--- config.mk ---
export PLATFORM = sky130hd
export DESIGN_NAME = config_queue_flat
export DESIGN_NICKNAME = d
export VERILOG_FILES = /design/src/rtl/config_queue_if.sv /design/src/rtl/config_queue.sv /design/src/flat_wrapper.sv
export SDC_FILE = /design/constraint.sdc
export NUM_CORES = 1
export LEC_CHECK = 0
export BUFFER_PORTS_ARGS = -buffer_cell sky130_fd_sc_hd__buf_2
export CORE_MARGIN = 1.5
export CORE_UTILIZATION = 40
export DETAILED_ROUTE_END_ITERATION = 8
export GPL_TIMING_DRIVEN = 0
export PLACE_DENSITY = 0.58
export SLEW_MARGIN = 10
export SYNTH_ARGS = -nofsm -noshare
export SYNTH_HDL_FRONTEND = slang
export SYNTH_SLANG_ARGS = --single-unit
--- constraint.sdc ---
create_clock -name clock -period 8.55 [get_ports clock]
set_input_delay 1.2825 -clock clock [delete_from_list [all_inputs] [get_ports clock]]
set_output_delay 1.2825 -clock clock [all_outputs]
set_load 0.005 [all_outputs]
--- src/rtl/config_queue_if.sv ---
// config_queue_if: valid/ready configuration offer channel from host to queue.
interface config_queue_if;
  logic        cfg_valid;
  logic        cfg_ready;
  logic [29:0] cfg_data;
  modport master (output cfg_valid, output cfg_data, input cfg_ready);
  modport slave (input cfg_valid, input cfg_data, output cfg_ready);
endinterface

--- src/rtl/config_queue.sv ---
// config_queue: legality-checked GEMM configuration FIFO feeding an idle-gated active register bank.
module config_queue #(
  parameter int DEPTH     = 4,
  parameter int MAX_SHAPE = 7,
  parameter int CNT_W     = 8
) (
  input  logic                     clock,
  input  logic                     reset,
  config_queue_if.slave            cfg,
  input  logic                     flush,
  input  logic                     busy,
  output logic                     out_valid,
  input  logic                     out_ready,
  output logic [29:0]              act_cfg,
  output logic                     act_valid,
  output logic                     act_load,
  output logic [$clog2(DEPTH):0]   level,
  output logic                     err_valid,
  output logic [3:0]               err_code,
  output logic [CNT_W-1:0]         reject_cnt
);
  localparam int AW = $clog2(DEPTH);
  localparam int LW = AW + 1;
  localparam logic [4:0] FP4  = 5'd1;
  localparam logic [4:0] FP8  = 5'd2;
  localparam logic [4:0] FP16 = 5'd3;
  localparam logic [4:0] FP32 = 5'd4;
  localparam logic [2:0] FP8E5M2 = 3'd0;
  localparam logic [2:0] FP8E4M3 = 3'd1;
  localparam logic [3:0] MAXS = 4'(MAX_SHAPE);
  localparam logic [29:0] ACT_RST = {4'd2, 4'd2, 4'd2, FP32, FP8E5M2, FP8, 1'b0, 4'd0};
  logic [29:0]   mem [DEPTH];
  logic [AW-1:0] wr_ptr, rd_ptr;
  logic [4:0]    type_ab, type_cd;
  logic [2:0]    type_ab_sub;
  logic [3:0]    shape_m, shape_n, shape_k, err;
  logic          full, accept, push, pop, reject;
  assign type_ab     = cfg.cfg_data[9:5];
  assign type_ab_sub = cfg.cfg_data[12:10];
  assign type_cd     = cfg.cfg_data[17:13];
  assign shape_m     = cfg.cfg_data[21:18];
  assign shape_n     = cfg.cfg_data[25:22];
  assign shape_k     = cfg.cfg_data[29:26];
  always_comb begin
    err[0] = !(type_ab == FP4 || type_ab == FP8 || type_ab == FP16);
    err[1] = !(type_cd == FP16 || type_cd == FP32);
    err[2] = shape_m > MAXS || shape_n > MAXS || shape_k > MAXS;
    err[3] = type_ab == FP8 && !(type_ab_sub == FP8E5M2 || type_ab_sub == FP8E4M3);
  end
  assign full          = level == LW'(DEPTH);
  assign out_valid     = level != '0;
  assign cfg.cfg_ready = !full && !flush;
  assign accept        = cfg.cfg_valid && cfg.cfg_ready;
  assign push          = accept && err == 4'd0;
  assign reject        = accept && err != 4'd0;
  assign pop           = out_valid && out_ready && !busy && !flush;
  // Storage needs no reset: level gates every read.
  always_ff @(posedge clock)
    if (push) mem[wr_ptr] <= cfg.cfg_data;
  always_ff @(posedge clock) begin
    if (reset) begin
      wr_ptr     <= '0;
      rd_ptr     <= '0;
      level      <= '0;
      act_cfg    <= ACT_RST;
      act_valid  <= 1'b0;
      act_load   <= 1'b0;
      err_valid  <= 1'b0;
      err_code   <= 4'd0;
      reject_cnt <= '0;
    end else begin
      act_load  <= pop;
      err_valid <= reject;
      wr_ptr    <= flush ? '0 : wr_ptr + AW'(push);
      rd_ptr    <= flush ? '0 : rd_ptr + AW'(pop);
      level     <= flush ? '0 : level + LW'(push) - LW'(pop);
      if (pop) begin
        act_cfg   <= mem[rd_ptr];
        act_valid <= 1'b1;
      end
      if (reject) begin
        err_code   <= err;
        reject_cnt <= reject_cnt + CNT_W'(!(&reject_cnt));
      end
    end
  end
endmodule
--- src/flat_wrapper.sv ---
// flat-port wrapper written by rule: the top's interface ports become plain ports
module config_queue_flat 
#(
  parameter int DEPTH     = 4,
  parameter int MAX_SHAPE = 7,
  parameter int CNT_W     = 8
)
  (clock, reset, flush, busy, out_valid, out_ready, act_cfg, act_valid, act_load, level, err_valid, err_code, reject_cnt, cfg_cfg_valid, cfg_cfg_data, cfg_cfg_ready);
  config_queue_if cfg_i ();
  input  logic clock;
  input  logic reset;
  input  logic flush;
  input  logic busy;
  output logic out_valid;
  input  logic out_ready;
  output logic [29:0] act_cfg;
  output logic act_valid;
  output logic act_load;
  output logic [$clog2(DEPTH):0] level;
  output logic err_valid;
  output logic [3:0] err_code;
  output logic [CNT_W-1:0] reject_cnt;
  input wire logic [$bits(cfg_i.cfg_valid)-1:0] cfg_cfg_valid;
  input wire logic [$bits(cfg_i.cfg_data)-1:0] cfg_cfg_data;
  output wire logic [$bits(cfg_i.cfg_ready)-1:0] cfg_cfg_ready;
  assign cfg_i.cfg_valid = cfg_cfg_valid;
  assign cfg_i.cfg_data = cfg_cfg_data;
  assign cfg_cfg_ready = cfg_i.cfg_ready;
  config_queue #(.DEPTH(DEPTH), .MAX_SHAPE(MAX_SHAPE), .CNT_W(CNT_W)) u_core (.clock(clock), .reset(reset), .cfg(cfg_i), .flush(flush), .busy(busy), .out_valid(out_valid), .out_ready(out_ready), .act_cfg(act_cfg), .act_valid(act_valid), .act_load(act_load), .level(level), .err_valid(err_valid), .err_code(err_code), .reject_cnt(reject_cnt));
endmodule
Word level (Yosys, flattened, before mapping)
Memory sizes are Yosys's and may differ from the RTL's. A register that Yosys moved wholly into a read port is not among the register bits.
Index checks and enable logic that the tools add are counted.
- add/subtract/negate cells: 5
- order comparisons: 3
- eq/ne operators: 7
- mux-type cells: 2
- reduce and logical (&&, ||, !) cells: 27
- operator list (cell ; count):
    $eq A5 B2 Y1 const B ; 3
    $gt A4 B3 Y1 const B ; 3
    $add A8 B1 Y8 ; 1
    $logic_and A1 B1 Y1 ; 8
    $reduce_and A8 Y1 ; 1
    $logic_not A1 Y1 ; 7
    $logic_or A1 B1 Y1 ; 6
    $eq A5 B1 Y1 const B ; 1
    $eq A5 B3 Y1 const B ; 1
    $add A2 B1 Y2 ; 2
    $logic_not A4 Y1 ; 1
    $reduce_bool A4 Y1 ; 1
    $add A3 B1 Y3 ; 1
    $eq A3 B1 Y1 const B ; 1
    $eq A3 B3 Y1 const B ; 1
    $logic_not A3 Y1 ; 1
    $reduce_bool A3 Y1 ; 1
    $sub A3 B1 Y3 ; 1
    $mux W1 ; 2
    $reduce_or A2 Y1 ; 1
- register bits: 22
- RAM bits: 120
- input port bits: 36
- output and inout bits: 50
- logic and storage cells: 53
- memories: 1
- memories (memory ; words ; width ; rd ports ; clocked after Yosys merged registers in ; write ports ; line ; source):
    u_core.mem ; 4 ; 30 ; 1 ; 1 ; 1 ; config_queue.sv:32 ; logic [29:0] mem [DEPTH];

Logic depth before layout (Yosys ltp)
- depth in word-level cells: 8
- depth in mapped cells: 13
- gate-level depth less buffers: 11

Worst setup path before layout
No wires, ideal clock.
- kind: input to register
- from: input cfg_cfg_data[8]
- to: memory u_core.mem[1][0], enable pin
- library setup time: 0.461 ns
- arrival time: 4.230 ns
- data required time: 8.089 ns
- path slack: 3.859 ns
- cell stages on the path: 5
- buffers on the path: 0
- path through: nor3_1 o21ai_1 nor3_1 nand2_1 nor3b_1
- cells in the longest elaborated chain, start to end: 8
- elaborated cells between the ends (all ways): 11
- those cells by class: eq/ne: 3; mux: 2; reduce/logical: 6
- ends and longest elaborated chain (what ; line ; source):
    start, declared ; flat_wrapper.sv:24 ; input wire logic [$bits(cfg_i.cfg_data)-1:0] cfg_cfg_data;
    $eq A5 B1 Y1 / $eq A5 B2 Y1 (equally long branches) ; config_queue.sv:45, config_queue.sv:48 ;
    $logic_or A1 B1 Y1 (2 in a row) ; config_queue.sv:45 ; err[0] = !(type_ab == FP4 || type_ab == FP8 || type_ab == FP16);
    $logic_not A1 Y1 ; config_queue.sv:45 ;
    $logic_not A4 Y1 (*) ; config_queue.sv:54 ; assign push = accept && err == 4'd0;
    $logic_and A1 B1 Y1 (*) ; config_queue.sv:54 ;
    $mux W1 (*) ; config_queue.sv:59 ; if (push) mem[wr_ptr] <= cfg.cfg_data;
    $mux W1 (implied by the code) (*) ; config_queue.sv:59 ;
    end, declared ; config_queue.sv:32 ;
Mark *: on every way between the ends. The rest lies on a longest branch, timed or not.

Final worst setup path
- from: input cfg_cfg_data[8]
- to: memory u_core.mem[2][2], enable pin
The elaborated chain is that of the path after synthesis.

==> flow_summary_export.csv <==
group,metric,value,unit
die,start_util,0.4067,
finish,diodes,0,
power_and_ir_drop,power_density,213.8,nW/µm²
sta,fin_crit,3707,ps
synthesis,seq_area_frac_synth,0.7242,
global_routing,grt_pass1_wl,20.65,mm
global_routing,grt_antenna_before_repair,2,
sta,fin_hold_ws,452.6,ps
finish,layout.nets,565,
power_and_ir_drop,p_sw_frac,0.1887,
synthesis,yosysUniqueCellTypes,37,
sta,worst_pin_slew,835.4,ps
power_and_ir_drop,seqPwrFrac,0.534,
finish,drive_gt1_frac,0.3103,
synthesis,ys.flop_type,"edfxtp_1",
clocking,post_cts_resized,0,
drt,route.detailed.drc,0,
sta,finalSetupViolations,0,
flow_run,maxCapViolations,0,
clocking,cts_hold_buf,0,
sta,max_slew_margin,0.4406,
power_and_ir_drop,intPower,1.354,mW
global_routing,gr-usage-all-layers,0.1710,
synthesis,synth_area,6414,µm²
die,ios,86,
synthesis,netlist_top_cells_area,"edfxtp_1 (56%), dfxtp_1 (16%), mux4_2 (11%)",
synthesis,synth-seq-cells,172,
clocking,cts_setup_buffers,0,
die,core_area,15770,µm²
global_routing,grt_overflow_total,0,
synthesis,synth_area_leader_cell,"edfxtp_1",
place,dp_hpwl,8.971,mm
power_and_ir_drop,peakVddDrop,0.0001350,V
sta,clock_skew,5.403,ps
synthesis,async_flop_share,0,
critical_path,crit_type,"in2reg",
critical_path,required,8690,ps
sta,hold_viol_final,0,
sta,finalCritPeriodShare,0.4335,
critical_path,crit_path_end_kind,"flip-flop",
worst_hold_path,hp-class,"reg2reg",
drt,num_vias,3741,
clocking,numClockSinks,172,
synthesis,yosys_warnings,0,
global_routing,grt_pass1_vias,3760,
critical_path,crit_slowest_cell,"nor3b_2",
status,status,"finished clean",
die,fp.dieH,129.6,µm
drt,post_drt_wl_per_cell,17.62,µm
drt,drt-vias-per-instance,4.981,
sta,timing.final.ws_setup,4843,ps
power_and_ir_drop,p_switching,0.3150,mW
finish,syn_to_final_growth,21.71,%
critical_path,arrival,3840,ps
die,die_area,16800,µm²
die,row_count,46,
synthesis,syn_inst,409,
critical_path,crit_chain,"buf_2 -> nor3_1 -> o21ai_1 -> nor3_1 -> nand2_1 -> nor3b_2 -> buf_4 -> buf_8",
place,gp_congestion,0.6927,
finish,layout_commonest_cell,"edfxtp_1",
sta,fin_setup_tns,0,ps
global_routing,grt_max_degree,25,
synthesis,synth_nets,452,
synthesis,yosys.area.top_type_share,0.5618,
drt,routed_wl,13.23,mm
critical_path,path_buf_inv,3,
place,dp_slack,4430,ps
place,io_buffer_count,83,
power_and_ir_drop,power_leakage,2.778,nW
clocking,cts_made_buffers,17,
clocking,clk_pin_slew,60,ps
synthesis,syn-mean-instance-area,15.68,µm²
clocking,cts_buffer_depth,2,
die,dieWidth,129.6,µm
critical_path,crit_family,"simple AND/OR/NAND/NOR gates",
clocking,ctsRootBufferMaster,"clkbuf_16",
clocking,clock_latency,430,ps
clocking,h-tree-depth,4,
critical_path,critPathMaxFanout,9,
drt,drt-initial-drc-count,230,
finish,fillers,1433,
power_and_ir_drop,finalPower,1.669,mW
synthesis,synth_edf_count,120,
critical_path,path_common_cell,"nor3_1",
finish,final_cell_mix,"edfxtp_1 (120), buf_2 (89), nand2_1 (67), dfxtp_1 (52), a21oi_1 (35)",
sta,rsz0062_at_grt,"false",
finish,fin_util,0.4950,
sta,slew_violations,0,
power_and_ir_drop,comb_power_share,0.020,
sta,fmax,269.8,MHz
power_and_ir_drop,pwr-share-clk,0.446,
critical_path,critPathLaunchType,"input port",
drt,final_antenna_net_count,0,
critical_path,slowest_delay,720,ps
drt,firstDrtPassIters,5,
clocking,cts_tree,"built",
cell families after synthesis:
family | count (synthesis) | share of synthesized area
DFF | 172 | 0.7242
and+or+nand+nor | 119 | 0.08506
AOI/OAI and AO/OA | 47 | 0.04272
muxes | 32 | 0.1085
buffers and inverters | 28 | 0.01931
adders and majority gates | 7 | 0.01483
xor gates and xnor gates | 4 | 0.005463
stage by stage:
step	area, µm²	instances
finish	7806	751
CTS	7806	751
detailed placement	7233	719
global placement	7099	708
global route	7806	751
floorplan	6414	409
flip-flops by register name, indices dropped and copies added (netlist names):
name,count
u_core.mem,120
u_core.act_cfg,30
u_core.reject_cnt,8
u_core.err_code,4
u_core.level,3
u_core.rd_ptr,2
u_core.wr_ptr,2
u_core.act_load,1
u_core.act_valid,1
u_core.err_valid,1
power groups by stage:
stage | Clock (mW) | Combinational (mW) | Sequential (mW)
2_1_floorplan | 0 | 0.0122 | 0.910
6_report | 0.744 | 0.0331 | 0.892
3_3_place_gp | 0 | 0.0317 | 0.910
4_1_cts | 0.761 | 0.0337 | 0.892
3_5_place_dp | 0 | 0.0335 | 0.910
5_1_grt | 0.795 | 0.0371 | 0.892
path summary, 6_finish.rpt:
path,from,endpoint,slack (ps),cells past startpoint
min,u_core.act_cfg[0]$_SDFFE_PP0P_,u_core.act_cfg[0]$_SDFFE_PP0P_,450,2
max,cfg_cfg_data[8],u_core.mem[2][2]$_DFFE_PP_,4840,8
max reg2reg,u_core.level[2]$_SDFF_PP0_,u_core.level[2]$_SDFF_PP0_,5590,12
min reg2reg,u_core.act_cfg[0]$_SDFFE_PP0P_,u_core.act_cfg[0]$_SDFFE_PP0P_,450,2
routing by layer:
| metal | part of all wire | GRT usage |
|---|---|---|
| met1 | 0.42 | 0.2150 |
| met2 | 0.51 | 0.2835 |
| met4 | 0.013 | 0.06471 |
| met5 | 0.00083 | 0 |
| met3 | 0.058 | 0.04707 |
cells in the mapped netlist (3+ instances only):
cell type and instances:
inv_1 8, ha_1 6, nand2_1 67, nor2_1 15, nand3b_1 5, clkbuf_1 9
edfxtp_1 120, mux4_2 30, o21ai_1 3, or3_1 5, nor3_1 8, and2_1 3
buf_1 3, a21oi_1 35, nand3_1 5, buf_2 6, nor3b_1 3, dfxtp_1 52
xnor2_1 3, o21ai_0 3
tightest hold or removal path, delay by kind of cell, from the launching register on:
family / cells / cell delay (ps)
flops: 1 / 310
compound gates: 1 / 50
simple gates: 1 / 50
final cells by class:
class / count / area [µm²] / area share
clock inverter: 7 / 87.58 / 0.01122
clock buffer: 25 / 485.5 / 0.06219
tap: 216 / 270.3 / 0.03462
timing repair buffer: 94 / 533.0 / 0.06828
inverter: 8 / 30.03 / 0.003847
sequential: 172 / 4644 / 0.5950
multi-input combinational: 209 / 1662 / 0.2129
buffer: 20 / 93.84 / 0.01202
Power figures use the tool's default switching activity.
